**config.mk**
```make
export PLATFORM = sky130hd
export DESIGN_NAME = fetch_unit
export DESIGN_NICKNAME = d
export VERILOG_FILES = /design/src/rtl/fetch_pkg.sv /design/src/rtl/fetch_fifo.sv /design/src/rtl/fetch_unit.sv
export SDC_FILE = /design/constraint.sdc
export NUM_CORES = 2
export LEC_CHECK = 0
export CAP_MARGIN = 20
export CORE_ASPECT_RATIO = 1.1
export CORE_MARGIN = 5
export CORE_UTILIZATION = 50
export DETAILED_ROUTE_END_ITERATION = 8
export PLACE_DENSITY = 0.73
export SYNTH_ARGS = -nofsm -noshare
export SYNTH_HDL_FRONTEND = slang
export SYNTH_SLANG_ARGS = --single-unit
```
**constraint.sdc**
```tcl
create_clock -name clk -period 10.75 [get_ports clk]
set_input_delay 1.6125 -clock clk [delete_from_list [all_inputs] [get_ports clk]]
set_output_delay 1.6125 -clock clk [all_outputs]
set_load 0.1 [all_outputs]
```
**src/rtl/fetch_pkg.sv**
```systemverilog
// fetch_pkg: shared types and helpers for the instruction-fetch front end.
//   br_mode_t     - branch target mode as driven on br_mode
//   fetch_state_t - request state (IDLE: nothing in flight, WAIT: one in flight)
//   INSTR_W       - instruction word width
//   branch_target - target address for a resolved taken branch, computed at
//                   MAX_ADDR_W bits; callers keep the low ADDR_W bits, which
//                   gives the modulo-2^ADDR_W wrap for free.
package fetch_pkg;

    localparam int INSTR_W    = 32;
    localparam int MAX_ADDR_W = 64;

    typedef enum logic [1:0] {
        COND   = 2'd0,
        UNCOND = 2'd1,
        REG    = 2'd2
    } br_mode_t;

    typedef enum logic {
        IDLE = 1'b0,
        WAIT = 1'b1
    } fetch_state_t;

    // Mode 3 is reserved and falls into the register-target case.
    function automatic logic [MAX_ADDR_W-1:0] branch_target(
        input logic [1:0]            mode,
        input logic [MAX_ADDR_W-1:0] pc,
        input logic [INSTR_W-1:0]    instr,
        input logic [MAX_ADDR_W-1:0] rval
    );
        logic [MAX_ADDR_W-1:0] off;
        case (mode)
            COND:    off = {{(MAX_ADDR_W-21){instr[23]}}, instr[23:5], 2'b00};
            UNCOND:  off = {{(MAX_ADDR_W-28){instr[25]}}, instr[25:0], 2'b00};
            default: off = '0;
        endcase
        if (mode == COND || mode == UNCOND)
            return pc + off;
        else
            return {rval[MAX_ADDR_W-1:2], 2'b00};
    endfunction

endpackage

```
**src/rtl/fetch_fifo.sv**
```systemverilog
// fetch_fifo: prefetch queue with synchronous clear.
//   clk, reset     - clock, synchronous active-high reset (zeroes head too)
//   clr            - drop all entries (contents left stale, count -> 0)
//   push, din      - enqueue one entry; caller guarantees space
//   pop            - dequeue head; ignored when empty
//   valid, dout    - head entry; dout is entry 0 of a shifting register file,
//                    so it comes straight from a flop
//   count          - occupancy
module fetch_fifo #(
    parameter int WIDTH = 96,
    parameter int DEPTH = 4
) (
    input  logic                     clk,
    input  logic                     reset,
    input  logic                     clr,
    input  logic                     push,
    input  logic [WIDTH-1:0]         din,
    input  logic                     pop,
    output logic                     valid,
    output logic [WIDTH-1:0]         dout,
    output logic [$clog2(DEPTH):0]   count
);
    localparam int CW = $clog2(DEPTH) + 1;

    logic [DEPTH-1:0][WIDTH-1:0] ent;
    logic [CW-1:0]               cnt;
    logic                        do_pop;
    logic [CW-1:0]               wr_idx;

    assign do_pop = pop && (cnt != '0);
    // With a simultaneous pop the new word lands one slot lower.
    assign wr_idx = cnt - CW'(do_pop);

    always_ff @(posedge clk) begin
        if (reset) begin
            ent <= '0;
            cnt <= '0;
        end else if (clr) begin
            cnt <= '0;
        end else begin
            assert (!(push && !do_pop && cnt == CW'(DEPTH)));
            if (do_pop)
                for (int i = 0; i < DEPTH-1; i++)
                    ent[i] <= ent[i+1];
            if (push)
                ent[wr_idx[CW-2:0]] <= din;
            cnt <= cnt + CW'(push) - CW'(do_pop);
        end
    end

    assign valid = (cnt != '0);
    assign dout  = ent[0];
    assign count = cnt;

endmodule

```
**src/rtl/fetch_unit.sv**
```systemverilog
// fetch_unit: instruction-fetch front end with one outstanding memory request
// and a DEPTH-entry prefetch queue drained by decode.
//   clk, reset                  - clock, synchronous active-high reset
//   imem_req/imem_addr          - request out (accepted same cycle)
//   imem_rvalid/imem_rdata      - response in, >= 1 cycle after request
//   if_valid/if_ready/if_instr/if_pc - queue head to decode
//   redirect/br_mode/br_pc/br_instr/br_reg - taken branch: flush and refetch
//   q_count                     - queue occupancy
module fetch_unit #(
    parameter int                ADDR_W   = 64,
    parameter int                DEPTH    = 4,
    parameter logic [ADDR_W-1:0] RESET_PC = '0
) (
    input  logic                   clk,
    input  logic                   reset,
    output logic                   imem_req,
    output logic [ADDR_W-1:0]      imem_addr,
    input  logic                   imem_rvalid,
    input  logic [31:0]            imem_rdata,
    output logic                   if_valid,
    input  logic                   if_ready,
    output logic [31:0]            if_instr,
    output logic [ADDR_W-1:0]      if_pc,
    input  logic                   redirect,
    input  logic [1:0]             br_mode,
    input  logic [ADDR_W-1:0]      br_pc,
    input  logic [31:0]            br_instr,
    input  logic [ADDR_W-1:0]      br_reg,
    output logic [$clog2(DEPTH):0] q_count
);
    import fetch_pkg::*;

    localparam int CW = $clog2(DEPTH) + 1;

    fetch_state_t              state;
    logic [ADDR_W-1:0]         fetch_pc;
    logic [ADDR_W-1:0]         issue_pc;
    logic                      drop;
    logic                      pend;
    logic                      push;
    logic [MAX_ADDR_W-1:0]     target_full;
    logic [ADDR_W-1:0]         target;
    logic [ADDR_W+INSTR_W-1:0] head;

    assign target_full = branch_target(br_mode, MAX_ADDR_W'(br_pc), br_instr,
                                       MAX_ADDR_W'(br_reg));
    assign target      = target_full[ADDR_W-1:0];

    // The in-flight word needs a slot whether it is pushed this cycle or
    // still outstanding; only a word about to be discarded frees its slot.
    assign pend = (state == WAIT) && !(imem_rvalid && drop);

    assign imem_req  = !reset && !redirect && (state == IDLE || imem_rvalid) &&
                       ((q_count + CW'(pend)) < CW'(DEPTH));
    assign imem_addr = fetch_pc;

    assign push = (state == WAIT) && imem_rvalid && !drop && !redirect;

    always_ff @(posedge clk) begin
        if (reset) begin
            state    <= IDLE;
            fetch_pc <= RESET_PC;
            issue_pc <= '0;
            drop     <= 1'b0;
        end else if (redirect) begin
            fetch_pc <= target;
            if (state == WAIT) begin
                if (imem_rvalid) begin
                    state <= IDLE;
                    drop  <= 1'b0;
                end else begin
                    drop  <= 1'b1;   // stale word still to come
                end
            end
        end else begin
            if (imem_req) begin
                fetch_pc <= fetch_pc + ADDR_W'(4);
                issue_pc <= fetch_pc;
                state    <= WAIT;
            end else if (state == WAIT && imem_rvalid) begin
                state    <= IDLE;
            end
            if (state == WAIT && imem_rvalid)
                drop <= 1'b0;
        end
    end

    fetch_fifo #(
        .WIDTH (ADDR_W + INSTR_W),
        .DEPTH (DEPTH)
    ) u_fifo (
        .clk   (clk),
        .reset (reset),
        .clr   (redirect),
        .push  (push),
        .din   ({issue_pc, imem_rdata}),
        .pop   (if_ready),
        .valid (if_valid),
        .dout  (head),
        .count (q_count)
    );

    assign if_pc    = head[INSTR_W +: ADDR_W];
    assign if_instr = head[INSTR_W-1:0];

endmodule

```
* Word-level counts from Yosys, hierarchy flattened *
Index checks and enable logic that the tools add are counted.
W data, S select, Z words.

word-level totals
  register bits = 517
  latch bits = 0
  bits in writable memories = 0
  bits in read-only memories = 0
  input port bits = 199
  output and inout bits = 165
  logic and storage cells = 65
  memories kept = 0

operators by class
  add/subtract/negate cells = 6
  $mul = 0
  divide/modulo/power cells = 0
  order comparisons = 3
  equal/unequal tests = 2
  shift-type cells = 0
  muxes and demuxes = 18
  bitwise gates (word level) = 2
  reductions and logical operators = 25

operators by type and width
  cell                     count
  $mux W288                4
  $bwmux W384              1
  $demux W96 S2            1
  $mux W64                 3
  $pmux W64 S2             1
  $mux W96                 1
  $add A64 B3 Y64 const B  1
  $add A64 B64 Y64         1
  $logic_and A1 B1 Y1      10
  $mux W1                  7
  $add A3 B1 Y3            2
  $reduce_and A2 Y1        3
  $reduce_bool A3 Y1       2
  $logic_not A1 Y1         4
  $reduce_bool A2 Y1       2
  $lt A2 B3 Y1 const B     1
  $lt A3 B3 Y1 const B     1
  $sub A3 B1 Y3            1
  $eq A2 B1 Y1 const B     1
  $ge A2 B1 Y1 const B     1
  $logic_not A2 Y1         1
  $logic_or A1 B1 Y1       2
  $ne A2 B1 Y1 const B     1
  $not A1 Y1               2
  other kinds (2)          2

* Longest topological paths before layout *
  depth in word-level cells = 9
  mapped depth = 17
  gate-level depth less buffers = 13

* Modules after synthesis *
Synthesis repeated with hierarchy kept, for this count alone.

unflattened totals
  cell total of the unflattened synthesis = 3265
  area total of the unflattened synthesis = 27630.2 um2

modules (own cells, without submodules)
  module      times used  cells an instance  area each (um2)  seq. area each (um2)
  fetch_fifo  1           1845               17286.6          7747.4
  fetch_unit  1           1420               10343.7          2602.5

* Worst setup path after synthesis *
No wires, ideal clock.

  path type = input port to flip-flop
  start = input br_mode[0]
  end = register fetch_pc[56], in the netlist imem_addr[56]
  setup time = 0.120 ns
  arrival time = 5.998 ns
  required time = 10.630 ns
  setup slack = 4.633 ns
  stages on the path = 13
  path buffers = 2
  path through = clkbuf_1 nand2b_1 a21oi_1 ha_1 clkbuf_1 a21oi_1 o21a_1 inv_1 a2111oi_0 a211oi_1 a211oi_2 o21ai_1 a211o_1

between the ends
  longest elaborated chain between the ends = 5
  elaborated cells between the ends (all ways) = 7
  classes of those cells = add/sub: 1; eq/ne: 1; mux: 3; reduce/logical: 2

ends and longest elaborated chain
  element                                                  RTL line                          RTL
  from (decl)                                              fetch_unit.sv:25                  input logic [1:0] br_mode,
  $eq A2 B1 Y1 / $logic_not A2 Y1 (equally long branches)  fetch_pkg.sv:32, fetch_pkg.sv:37
  $pmux W64 S2                                             fetch_pkg.sv:32                   case (mode)
  $add A64 B64 Y64                                         fetch_pkg.sv:38                   return pc + off;
  $mux W64 *                                               fetch_pkg.sv:37                   if (mode == COND || mode == UNCOND)
  $mux W64 *                                               fetch_unit.sv:65                  end else if (redirect) begin
  to (signal assigned)                                     fetch_unit.sv:66                  fetch_pc <= target;
  to (signal assigned)                                     fetch_unit.sv:77                  fetch_pc <= fetch_pc + ADDR_W'(4);
  to (decl)                                                fetch_unit.sv:36                  logic [ADDR_W-1:0] fetch_pc;

Every way passes the cells marked *; elsewhere a longest branch is shown, timed or not.
A chain may end at the register's enable or synchronous reset.

* Final worst setup path *
  start = input reset
  end = output imem_req

between the ends
  longest elaborated chain between the ends = 4

ends and longest elaborated chain
  element                           RTL line          RTL
  from (decl)                       fetch_unit.sv:15  input logic reset,
  $logic_not A1 Y1                  fetch_unit.sv:53  assign imem_req = !reset && !redirect && (state == IDLE || imem_rvalid) &&
  $logic_and A1 B1 Y1 (3 in a row)  fetch_unit.sv:53
  to (decl)                         fetch_unit.sv:16  output logic imem_req,

Every way passes these cells.

==> out/metrics.csv <==
metric,value,unit
critPathKind,in -> out,
hold_viol,0,
worst_pin_slew,1210,ps
r2r_end,u_fifo.ent[174]$_SDFFE_PP0N_,
r2r_start,u_fifo.count[1]$_SDFF_PP0_,
peakVddDrop,103,uV
critPathCapture,imem_req,
synth_compound_area_frac,0.212,
reg2reg_slack,5600,ps
slew_viol_final,0,
critPathLaunch,reset,
rr_worst_depth,12,
setup_violations,0,
fin_crit_sh,0.610,
synth_top_area_share,0.376,
grt.busiest_layer,met2,
synth-adder-area-share,0.0310,
critPathArrivalTime,4940,ps
port_buffers,355,
globalRouteMet1Util,0.384,
nets,4206,
vias_per_cell,5.67,
rsz0062_at_grt,no,
max_slew_margin,0.193,
yosysSeqAreaShare,0.376,
die_y,256,um
whs,453,ps
cp_data_required_time,9140,ps
clockBufferDepth,3,
synth_xor_xnor_area_share,0.0318,
gr-usage-met2,0.402,
grt_max_degree,228,
dr.first_iter.drc_count,2539,
drc,0,
worst_setup_path_start_kind,input pin,
drt-total-wl,83400,um
outcome,completed,
track_usage,0.264,
synth_top_family_by_area,simple AND/OR/NAND/NOR gates,
coreArea,54700,um2
antenna_found_initial,1,
drtPass1Iterations,6,
grt_pass1_vias,23900,
synth.area.top_cells,"dfxtp_1, nor2_1, a21oi_1",
syn_to_final_growth,16.9,%
hpwl,53800,um
drt.antenna.violating_nets,0,
endpoint_kind,output pin,
fin_crit,6560,ps
yosys-top-cells-count,"nor2_1, dfxtp_1, nand2_1",
synthMuxAreaShare,0.0117,
clock_latency,590,ps
fmax,153,MHz
postCtsSetupBuffers,0,
synth_most_common_cell,nor2_1,
yosys_most_used_dff,dfxtp_1,
setup_tns,0,ps
cts-buffers-inserted,53,
critPathMaxFanout,139,
start_util,0.503,
fillers,5187,
postSynthCellCount,3916,
yosysWarnings,0,
clkTransAtPathRegs,60,ps
cap_viol_max_count,0,
dieArea,59900,um2
syn-cell-area,27500,um2
place.gp.congestion,0.978,
cts-root-buf,clkbuf_16,
avgSynthCellArea,7.03,um2
wl_per_cell,17.7,um
die_w,234,um
synth-simple-area-share,0.264,
overflow,0,
syn_nets,4182,
cts_resized,0,
pwr_density_cell,149,nW/um2
synth-async-reset-ratio,0,
hp-class,reg -> reg,
ys_ff_latch,517,
boundaryPins,364,
finClkSkew,12.5,ps
vias,26700,
grt_pass1_wl,132000,um
num_rows,90,
hold_buffers,0,
synth_edf_count,0,
drive_gt1_frac,0.0357,
cts_num_sinks,517,
leakage,12.7,nW
cts_tree,yes,
netlist.top_cell.by_area,dfxtp_1,
use_met3,0.0496,
synth.distinct_cells,74,
h-tree-depth,2,
==> how the worst min path moves through the flow <==
stage	slack [ps]	cells after the start	startpoint	to
after global placement	440	2	u_fifo.ent[328]$_SDFFE_PP0P_	u_fifo.ent[328]$_SDFFE_PP0P_
after floorplan	440	2	u_fifo.ent[288]$_SDFFE_PP0P_	u_fifo.ent[288]$_SDFFE_PP0P_
after global routing	470	2	u_fifo.ent[328]$_SDFFE_PP0P_	u_fifo.ent[328]$_SDFFE_PP0P_
after detailed placement	450	2	u_fifo.ent[291]$_SDFFE_PP0P_	u_fifo.ent[291]$_SDFFE_PP0P_
after CTS	450	2	u_fifo.ent[381]$_SDFFE_PP0P_	u_fifo.ent[381]$_SDFFE_PP0P_
final	450	2	u_fifo.ent[356]$_SDFFE_PP0P_	u_fifo.ent[356]$_SDFFE_PP0P_
==> report_power, final <==
part / internal (mW) / switching [mW] / total [mW]
clock network: 1.08 / 0.755 / 1.84
registers: 1.97 / 0.0649 / 2.03
logic: 0.302 / 0.610 / 0.911
total: 3.35 / 1.43 / 4.78
==> state kept, by name, summed over array words and instances, names as in the netlist <==
register,flops
imem_addr,64
state,1
drop,1
u_fifo.count,3
u_fifo.ent,288
u_fifo.dout,96
issue_pc,64
==> worst max-delay path: stages <==
cell and delay, ps:
buf_8 610, or2_1 330, nor2_1 90, nand3_2 60
buf_4 570, inv_2 480, clkdlybuf4s50_1 1090
==> per-layer routing <==
layer	share of wire	vias up
met5	0	-
met4	0.024	0
met3	0.083	123
met2	0.45	944
met1	0.45	12300
li1	-	13400
==> stage by stage <==
step | std cells | setup slack (ps) | util | power, mW | cell area [um2]
floorplan | 3916 | 4630 | - | 2.71 | 27500
global placement | 4620 | 4140 | 0.556 | 2.97 | 30400
detailed placement | 4620 | 4160 | 0.556 | 2.97 | 30400
CTS | 4712 | 4160 | 0.588 | 4.82 | 32200
global route | 4713 | 3970 | 0.588 | 4.97 | 32200
finish | 4714 | 4190 | 0.588 | 4.78 | 32200
==> cell usage in the layout (no fill, tap or decap), types with 27 or more instances in the layout <==
cell / synthesis / final
clkbuf_16: 0 / 53
nor2_1: 1010 / 1010
buf_4: 96 / 27
nor3_1: 127 / 126
o22ai_1: 292 / 292
nand2_1: 460 / 459
ha_1: 65 / 65
xor2_1: 34 / 34
xnor2_1: 66 / 66
dfxtp_1: 517 / 517
mux2i_1: 30 / 30
o21ai_0: 50 / 50
a21o_1: 32 / 32
nand4_1: 36 / 36
inv_1: 27 / 27
a21oi_1: 459 / 455
clkdlybuf4s50_1: 0 / 352
nand3_1: 41 / 37
==> logic make-up after synthesis <==
| family | count (synthesis) |
|---|---|
| buffers and inverters | 445 |
| AND/OR/NAND/NOR | 1769 |
| XOR/XNOR | 100 |
| multiplexers | 32 |
| AO/OA/AOI/OAI | 986 |
| flip-flops | 517 |
| adder cells (fa/ha/maj) | 67 |
==> area by class of cell <==
cell class                      instances  area [um2]  area share
Multi-Input combinational cell       2954       15300       0.474
Sequential cell                       517       10300       0.322
Timing Repair Buffer                  385        3820       0.119
Clock buffer                           77        1540      0.0478
Tap cell                              736         921      0.0286
Clock inverter                         15         185     0.00575
Inverter                               29         109     0.00338
Antenna cell                            1        2.50   0.0000778
Note: power is estimated with default switching activity, not from simulation.
